File: src/rtl/control_sequencer_pkg.sv
// Shared CPU definitions: opcodes, control-word bit map, idle word, T-state encoding.
// Imported by the sequencer top and its T-state counter.
package control_sequencer_pkg;

  localparam int NUM_T  = 5;
  localparam int OPC_W  = 4;
  localparam int CTRL_W = 16;

  localparam logic [3:0] OP_NOP = 4'h0;
  localparam logic [3:0] OP_LDA = 4'h1;
  localparam logic [3:0] OP_ADD = 4'h2;
  localparam logic [3:0] OP_SUB = 4'h3;
  localparam logic [3:0] OP_STA = 4'h4;
  localparam logic [3:0] OP_LDI = 4'h5;
  localparam logic [3:0] OP_JMP = 4'h6;
  localparam logic [3:0] OP_JC  = 4'h7;
  localparam logic [3:0] OP_JZ  = 4'h8;
  localparam logic [3:0] OP_OUT = 4'hE;
  localparam logic [3:0] OP_HLT = 4'hF;

  // Bit positions in the control word; _N strobes are active-low.
  localparam logic [3:0] CTL_HLT  = 4'd15;
  localparam logic [3:0] CTL_MI_N = 4'd14;
  localparam logic [3:0] CTL_RI   = 4'd13;
  localparam logic [3:0] CTL_RO_N = 4'd12;
  localparam logic [3:0] CTL_IO_N = 4'd11;
  localparam logic [3:0] CTL_II_N = 4'd10;
  localparam logic [3:0] CTL_AI_N = 4'd9;
  localparam logic [3:0] CTL_AO_N = 4'd8;
  localparam logic [3:0] CTL_EO_N = 4'd7;
  localparam logic [3:0] CTL_SU   = 4'd6;
  localparam logic [3:0] CTL_BI_N = 4'd5;
  localparam logic [3:0] CTL_OI_N = 4'd4;
  localparam logic [3:0] CTL_CE   = 4'd3;
  localparam logic [3:0] CTL_CO_N = 4'd2;
  localparam logic [3:0] CTL_J_N  = 4'd1;
  localparam logic [3:0] CTL_FI   = 4'd0;

  localparam logic [CTRL_W-1:0] CTRL_IDLE = 16'h5FB6;

  typedef enum logic [2:0] {
    T0 = 3'd0,
    T1 = 3'd1,
    T2 = 3'd2,
    T3 = 3'd3,
    T4 = 3'd4
  } tstate_e;

  // Drive one strobe to its active level, whatever its polarity.
  function automatic logic [CTRL_W-1:0] strobe(input logic [CTRL_W-1:0] w,
                                               input logic [3:0]        idx);
    logic [CTRL_W-1:0] r;
    r      = w;
    r[idx] = ~CTRL_IDLE[idx];
    return r;
  endfunction

endpackage

File: src/rtl/control_sequencer_tstate_counter.sv
// T-state counter T0..T(NUM_T-1); sync clr; advances only when en; wrap forces T0 next.
// Latency: new state one clk after the decision; no backpressure beyond en.
module tstate_counter
  import control_sequencer_pkg::*;
#(
  parameter int NUM_T = control_sequencer_pkg::NUM_T
) (
  input  logic       clk,
  input  logic       clr,
  input  logic       en,
  input  logic       wrap,
  output logic [2:0] tstate
);

  localparam tstate_e LAST_T = tstate_e'(NUM_T - 1);

  tstate_e state_q;
  tstate_e state_d;

  always_ff @(posedge clk) begin
    if (clr) begin
      state_q <= T0;
    end else begin
      state_q <= state_d;
    end
  end

  always_comb begin
    state_d = state_q;
    if (en) begin
      if (wrap || (state_q == LAST_T)) begin
        state_d = T0;
      end else begin
        case (state_q)
          T0:      state_d = T1;
          T1:      state_d = T2;
          T2:      state_d = T3;
          T3:      state_d = T4;
          default: state_d = T0;
        endcase
      end
    end
  end

  assign tstate = state_q;

endmodule

File: src/rtl/control_sequencer.sv
// Microcode sequencer: decodes (tstate, opcode, flags) into the 16-bit control word.
// ctrl is combinational (zero latency); run=0 pauses with idle strobes; HLT freezes until clr.
// Optional SEQ_EARLY_END_EN: wrap to T0 right after an instruction's last non-idle step.
module control_sequencer
  import control_sequencer_pkg::*;
#(
  parameter int NUM_T = control_sequencer_pkg::NUM_T,
  parameter int OPC_W = control_sequencer_pkg::OPC_W
) (
  input  logic              clk,
  input  logic              clr,
  input  logic              run,
  input  logic [OPC_W-1:0]  opcode,
  input  logic              flag_c,
  input  logic              flag_z,
  output logic [CTRL_W-1:0] ctrl,
  output logic [2:0]        tstate,
  output logic              halted
);

  logic              halt_q;
  logic              step_en;
  logic              halt_set;
  logic              early_wrap;
  logic [CTRL_W-1:0] ucode;
  tstate_e           t;

  assign step_en  = run & ~halt_q;
  assign t        = tstate_e'(tstate);
  assign halt_set = step_en && (t == T2) && (opcode == OP_HLT);

  tstate_counter #(.NUM_T(NUM_T)) u_tstate_counter (
    .clk    (clk),
    .clr    (clr),
    .en     (step_en),
    .wrap   (early_wrap),
    .tstate (tstate)
  );

  always_ff @(posedge clk) begin
    if (clr) begin
      halt_q <= 1'b0;
    end else if (halt_set) begin
      halt_q <= 1'b1;
    end
  end

  assign halted = halt_q;

  // Each step enables at most one bus driver (co/ro/io/ao/eo).
  always_comb begin
    ucode = CTRL_IDLE;
    case (t)
      T0: begin
        ucode = strobe(ucode, CTL_CO_N);
        ucode = strobe(ucode, CTL_MI_N);
      end
      T1: begin
        ucode = strobe(ucode, CTL_RO_N);
        ucode = strobe(ucode, CTL_II_N);
        ucode = strobe(ucode, CTL_CE);
      end
      T2: begin
        case (opcode)
          OP_LDA, OP_ADD, OP_SUB, OP_STA: begin
            ucode = strobe(ucode, CTL_IO_N);
            ucode = strobe(ucode, CTL_MI_N);
          end
          OP_LDI: begin
            ucode = strobe(ucode, CTL_IO_N);
            ucode = strobe(ucode, CTL_AI_N);
          end
          OP_JMP: begin
            ucode = strobe(ucode, CTL_IO_N);
            ucode = strobe(ucode, CTL_J_N);
          end
          OP_JC: begin
            if (flag_c) begin
              ucode = strobe(ucode, CTL_IO_N);
              ucode = strobe(ucode, CTL_J_N);
            end
          end
          OP_JZ: begin
            if (flag_z) begin
              ucode = strobe(ucode, CTL_IO_N);
              ucode = strobe(ucode, CTL_J_N);
            end
          end
          OP_OUT: begin
            ucode = strobe(ucode, CTL_AO_N);
            ucode = strobe(ucode, CTL_OI_N);
          end
          OP_HLT: ucode = strobe(ucode, CTL_HLT);
          default: ;
        endcase
      end
      T3: begin
        case (opcode)
          OP_LDA: begin
            ucode = strobe(ucode, CTL_RO_N);
            ucode = strobe(ucode, CTL_AI_N);
          end
          OP_ADD, OP_SUB: begin
            ucode = strobe(ucode, CTL_RO_N);
            ucode = strobe(ucode, CTL_BI_N);
          end
          OP_STA: begin
            ucode = strobe(ucode, CTL_AO_N);
            ucode = strobe(ucode, CTL_RI);
          end
          default: ;
        endcase
      end
      T4: begin
        if ((opcode == OP_ADD) || (opcode == OP_SUB)) begin
          ucode = strobe(ucode, CTL_EO_N);
          ucode = strobe(ucode, CTL_AI_N);
          ucode = strobe(ucode, CTL_FI);
          if (opcode == OP_SUB) begin
            ucode = strobe(ucode, CTL_SU);
          end
        end
      end
      default: ;
    endcase
  end

  always_comb begin
    early_wrap = 1'b0;
`ifdef SEQ_EARLY_END_EN
    // HLT never wraps early so both builds freeze at the same T-state.
    case (t)
      T2: begin
        case (opcode)
          OP_LDA, OP_ADD, OP_SUB, OP_STA, OP_HLT: early_wrap = 1'b0;
          default:                                early_wrap = 1'b1;
        endcase
      end
      T3: early_wrap = (opcode == OP_LDA) || (opcode == OP_STA);
      default: early_wrap = 1'b0;
    endcase
`else
    early_wrap = 1'b0;
`endif
  end

  // clr beats halt, halt beats run.
  always_comb begin
    ctrl = ucode;
    if (clr) begin
      ctrl = CTRL_IDLE;
    end else if (halt_q) begin
      ctrl = strobe(CTRL_IDLE, CTL_HLT);
    end else if (!run) begin
      ctrl = CTRL_IDLE;
    end
  end

endmodule

File: config.mk
export PLATFORM = sky130hd
export DESIGN_NAME = control_sequencer
export DESIGN_NICKNAME = d
export VERILOG_FILES = /design/src/rtl/control_sequencer_pkg.sv /design/src/rtl/control_sequencer_tstate_counter.sv /design/src/rtl/control_sequencer.sv
export SDC_FILE = /design/constraint.sdc
export NUM_CORES = 1
export LEC_CHECK = 0
export CORE_MARGIN = 8
export CORE_UTILIZATION = 37
export CTS_CLUSTER_DIAMETER = 60
export CTS_CLUSTER_SIZE = 20
export DETAILED_ROUTE_END_ITERATION = 10
export GPL_ROUTABILITY_DRIVEN = 0
export PLACE_DENSITY = 0.85
export SLEW_MARGIN = 20
export SYNTH_ARGS = -nofsm -noshare
export SYNTH_HDL_FRONTEND = slang
export SYNTH_SLANG_ARGS = --single-unit
File: constraint.sdc
create_clock -name clk -period 2 [get_ports clk]
set_clock_uncertainty 0.1 [all_clocks]
set_input_delay 0.4 -clock clk [delete_from_list [all_inputs] [get_ports clk]]
set_output_delay 0.4 -clock clk [all_outputs]
set_load 0.05 [all_outputs]
==> out/results.ini, run 1 <==
[run_status]
status = aborted with a tool error
firstError = [ERROR DPL-0033] detailed placement checks failed during check placement.
lastStage = global routing

[clock_tree]
hold_buffers = 0
h-tree-depth = 1
clockRootBuffer = clkbuf_4
cts_buffers = 3
cts_buffer_depth = 2
clock_sinks = 4

[logic_synthesis]
yosysWarnings = 0
synth_enable_flop_cells = 0
synth_nets = 85
async_reset_ff_share_pct = 0
synthTopCellsByArea = dfxtp_1, nand2_1, a21oi_1
syn_area_sq_um = 524
syn_avg_cell_area_sq_um = 6.90
synth_ff_type = dfxtp_1
synth_top_area_cell = dfxtp_1
synth.ff_latch_count = 4
synth_seq_area_share_pct = 15.3
yosysUniqueCellTypes = 36
syn_inst = 76
yosysTopAreaCellShare_pct = 15.3

[grt]
antenna_found_initial = 0
grt_max_degree = 14

[timing]
worst_endpoint = ctrl[6]
worst_endpoint_kind = output port

[floorplan]
die_height_um = 53.6
die_w_um = 53.6
num_rows = 13
initial_core_util_pct = 39.8
io_pins = 29

[placement]
dp_slack_ps = -487
portBuffers = 28
place_hpwl_um = 1490

## synth_stat cells (2+ instances only)
cell and instances:
nand2_1 9, a21oi_1 5, nand3_1 5, nor2_1 5
o21ai_0 5, dfxtp_1 4, inv_1 3, nand2b_1 3
nor3_1 3, or3_1 3, buf_2 2, buf_4 2
clkbuf_1 2, nor2b_1 2, nor4_1 2
## cell families after synthesis
logic type / after synthesis / synth area share (%)
buffers and inverters: 10 / 10.5
AND/OR/NAND/NOR: 47 / 57.5
flip-flops: 4 / 15.3
AO/OA/AOI/OAI: 15 / 16.7
## per-stage QoR
step	setup TNS [ps]	instances	area (sq um)	utilization [%]	hold WS, ps
floorplan	-955	76	578	-	359
detailed placement	-5610	127	980	74.4	412
global placement	-5190	127	980	74.4	416
CTS	-1260	138	1170	89.2	476
## repair_timing
action	in CTS
pin swaps	11
endpoints found under the hold margin	0
gates resized for setup	44
endpoints found under the setup margin	16
gates cloned	0
buffers inserted	7
==> inputs of run 2 (changes only) <==
CORE_AREA = 8 8 69 71   (was default)
CORE_MARGIN = default   (was 8)
CORE_UTILIZATION = default   (was 37)
CTS_CLUSTER_DIAMETER = default   (was 60)
CTS_CLUSTER_SIZE = default   (was 20)
DIE_AREA = 0 0 77 79   (was default)
PLACE_DENSITY = default   (was 0.85)
PLACE_DENSITY_LB_ADDON = 0.15   (was default)
==> out/results.ini, run 2 <==
[floorplan]
num_rows = 23  ; was 13
die_w_um = 77  ; was 53.6 um
io_pins = 29  ; unchanged
initial_core_util_pct = 13.8  ; was 39.8%
core-area_sq_mm = 0.00380
die_height_um = 79  ; was 53.6 um
dieArea_sq_mm = 0.00608

[grt]
antenna_found_initial = 0
grt_pass1_wl_um = 3640
grt_util_all_layers_pct = 7.43
grt-ovfl-total = 0
grt_max_degree = 14
first_global_vias = 779

[clock_tree]
path_clk_slew_ps = 40
hold_buffers = 0  ; unchanged
clk_latency_ps = 220
tritoncts = done
cts_buffer_depth = 2  ; unchanged
h-tree-depth = 1  ; unchanged
cts_buffers = 3  ; unchanged
clockRootBuffer = clkbuf_8  ; was clkbuf_4
clock_sinks = 4  ; unchanged

[timing]
tightest_slew_ps = 315
setup_ws_ps = -184
whs_ps = 417
min_period_ps = 2180
finalCritPeriodShare_pct = 109
fmaxAchievable_ghz = 0.458
setup_viol = 8
rsz0062_at_grt = true
slew_headroom_pct = 78.8
slew_violations = 0
finalHoldViolCount = 0

[critical_path]
r2r_end = halted
crit_path_start_kind = flop
rr_worst_depth = 3
cpPeakStageDelay_ps = 530
cpMaxStageDelayCell = or4b_4
critPathCapture = ctrl[6]
crit_chain = or4b_4, nor3_4, and2_4, buf_12
cp.depth = 4
critPathTopFamily = simple AND/OR/NAND/NOR gates
critical_path_class = reg2out
rrSetupSlack_ps = 590
critPathRequiredTime_ps = 1500
arrival_ps = 1680
endpoint_kind = output port
worstPathMaxFanout = 3
cp_num_buf_inv = 1
startpoint = u_tstate_counter.tstate[0]
timing.rr.start = u_tstate_counter.tstate[0]

[logic_synthesis]
yosysWarnings = 0  ; unchanged
yosysMostFrequentCell = nand2_1  ; unchanged
synthTopCellsByArea = dfxtp_1, nand2_1, a21oi_1  ; unchanged
syn_area_sq_um = 524  ; unchanged
synth_enable_flop_cells = 0  ; unchanged
synth_top_area_cell = dfxtp_1  ; unchanged
synth_nets = 85  ; unchanged
syn_avg_cell_area_sq_um = 6.90  ; unchanged
synth.ff_latch_count = 4  ; unchanged
synthTopCellsByCount = nand2_1, a21oi_1, nand3_1, nor2_1, o21ai_0  ; unchanged
synth_seq_area_share_pct = 15.3  ; unchanged
synth_ff_type = dfxtp_1  ; unchanged
yosysTopAreaCellShare_pct = 15.3  ; unchanged
syn_inst = 76  ; unchanged
async_reset_ff_share_pct = 0  ; unchanged
yosysUniqueCellTypes = 36  ; unchanged

[route]
drt_iter0_drc = 17
ant_nets = 0
dr_total_vias = 732
avgViaCountPerCell = 4.28
wirelength_um = 2250
wire_per_inst_um = 13.2
first_pass_iters = 4
drc = 0

[run_status]
failed_checks = negative setup slack
status = finished with violations  ; was aborted with a tool error

[power]
ir_drop_uv = 142
p_leak_uw = 0.000467
power_density_mw_per_mm2 = 358

[layout]
instances_no_fill = 171
syn_to_final_growth_pct = 134
largest_reg_flops = 3
final_area_sq_mm = 0.00123
fin_nets = 131
final_common_cell = buf_4
drive_above_1_share_pct = 65.3
layout_common_cells = buf_4, buf_6, nand2_1, buf_12, buf_2
diodes = 0

[placement]
place_inst = 163  ; was 127
place_hpwl_um = 1710  ; was 1490 um
portBuffers = 28  ; unchanged
dp_slack_ps = -510  ; was -487 ps
place_area_sq_mm = 0.00103  ; was 980 sq um

[min_path]
hp-class = in2reg

[run]
max_cap_violations = 0

==> run 2: cell counts after synthesis <==
Identical to the previous run, type by type.
==> run 2: routing by layer <==
metal	vias up	GRT usage (%)	share of wire, %
met5	-	0	0
met4	0	3.96	1.5
met3	4	2.82	6.4
met2	20	12.6	51
met1	345	7.92	41
li1	363	-	-
==> run 2: cell families after synthesis <==
group,synth area share (%)
compound gates,16.7
buf+inv,10.5
simple gates,57.5
flops,15.3
==> run 2: how the worst min path moves through the flow <==
| stage | start | to | cells after the start |
|---|---|---|---|
| 5_1_grt | clr | halted | 3 |
| 3_5_place_dp | u_tstate_counter.tstate[2] | u_tstate_counter.tstate[2] | 2 |
| 3_3_place_gp | u_tstate_counter.tstate[2] | u_tstate_counter.tstate[2] | 2 |
| 4_1_cts | clr | halted | 3 |
| 6_report | clr | halted | 3 |
| 2_1_floorplan | clr | halted | 1 |
==> run 2: power breakdown <==
| part | switching (uW) | internal (uW) | total (uW) |
|---|---|---|---|
| logic | 93.8 | 74.5 | 168 |
| clock network | 48.0 | 137 | 185 |
| registers | 5.57 | 80.9 | 86.5 |
| total | 147 | 292 | 439 |
==> run 2: through the flow <==
| step | util [%] | power [uW] | TNS (ps) |
|---|---|---|---|
| 2_1_floorplan | - | 168 | -955 |
| 3_3_place_gp | 27.1 | 236 | -6320 |
| 3_5_place_dp | 27.1 | 236 | -6190 |
| 4_1_cts | 31.2 | 442 | -1110 |
| 5_1_grt | 32.3 | 469 | -1240 |
| 6_report | 32.3 | 439 | -743 |
==> run 2: timing repair <==
action	CTS	global route
setup buffers	2	2
setup endpoints to repair	16	16
pin swaps	11	7
resized for setup	47	8
==> run 2: worst min-delay path, delay by kind of cell <==
| family | cells | cell delay [ps] |
|---|---|---|
| AO/OA/AOI/OAI | 1 | 50 |
| buffers and inverters | 2 | 250 |
==> run 2: cell type report <==
type	instances	area [sq um]
inverter	3	18.8
timing repair buffer	48	490
fill	430	2570
sequential	4	92.6
multi-input combinational	62	518
tap	50	62.6
clock buffer	4	45.0
Note: power is estimated with default switching activity, not from simulation.
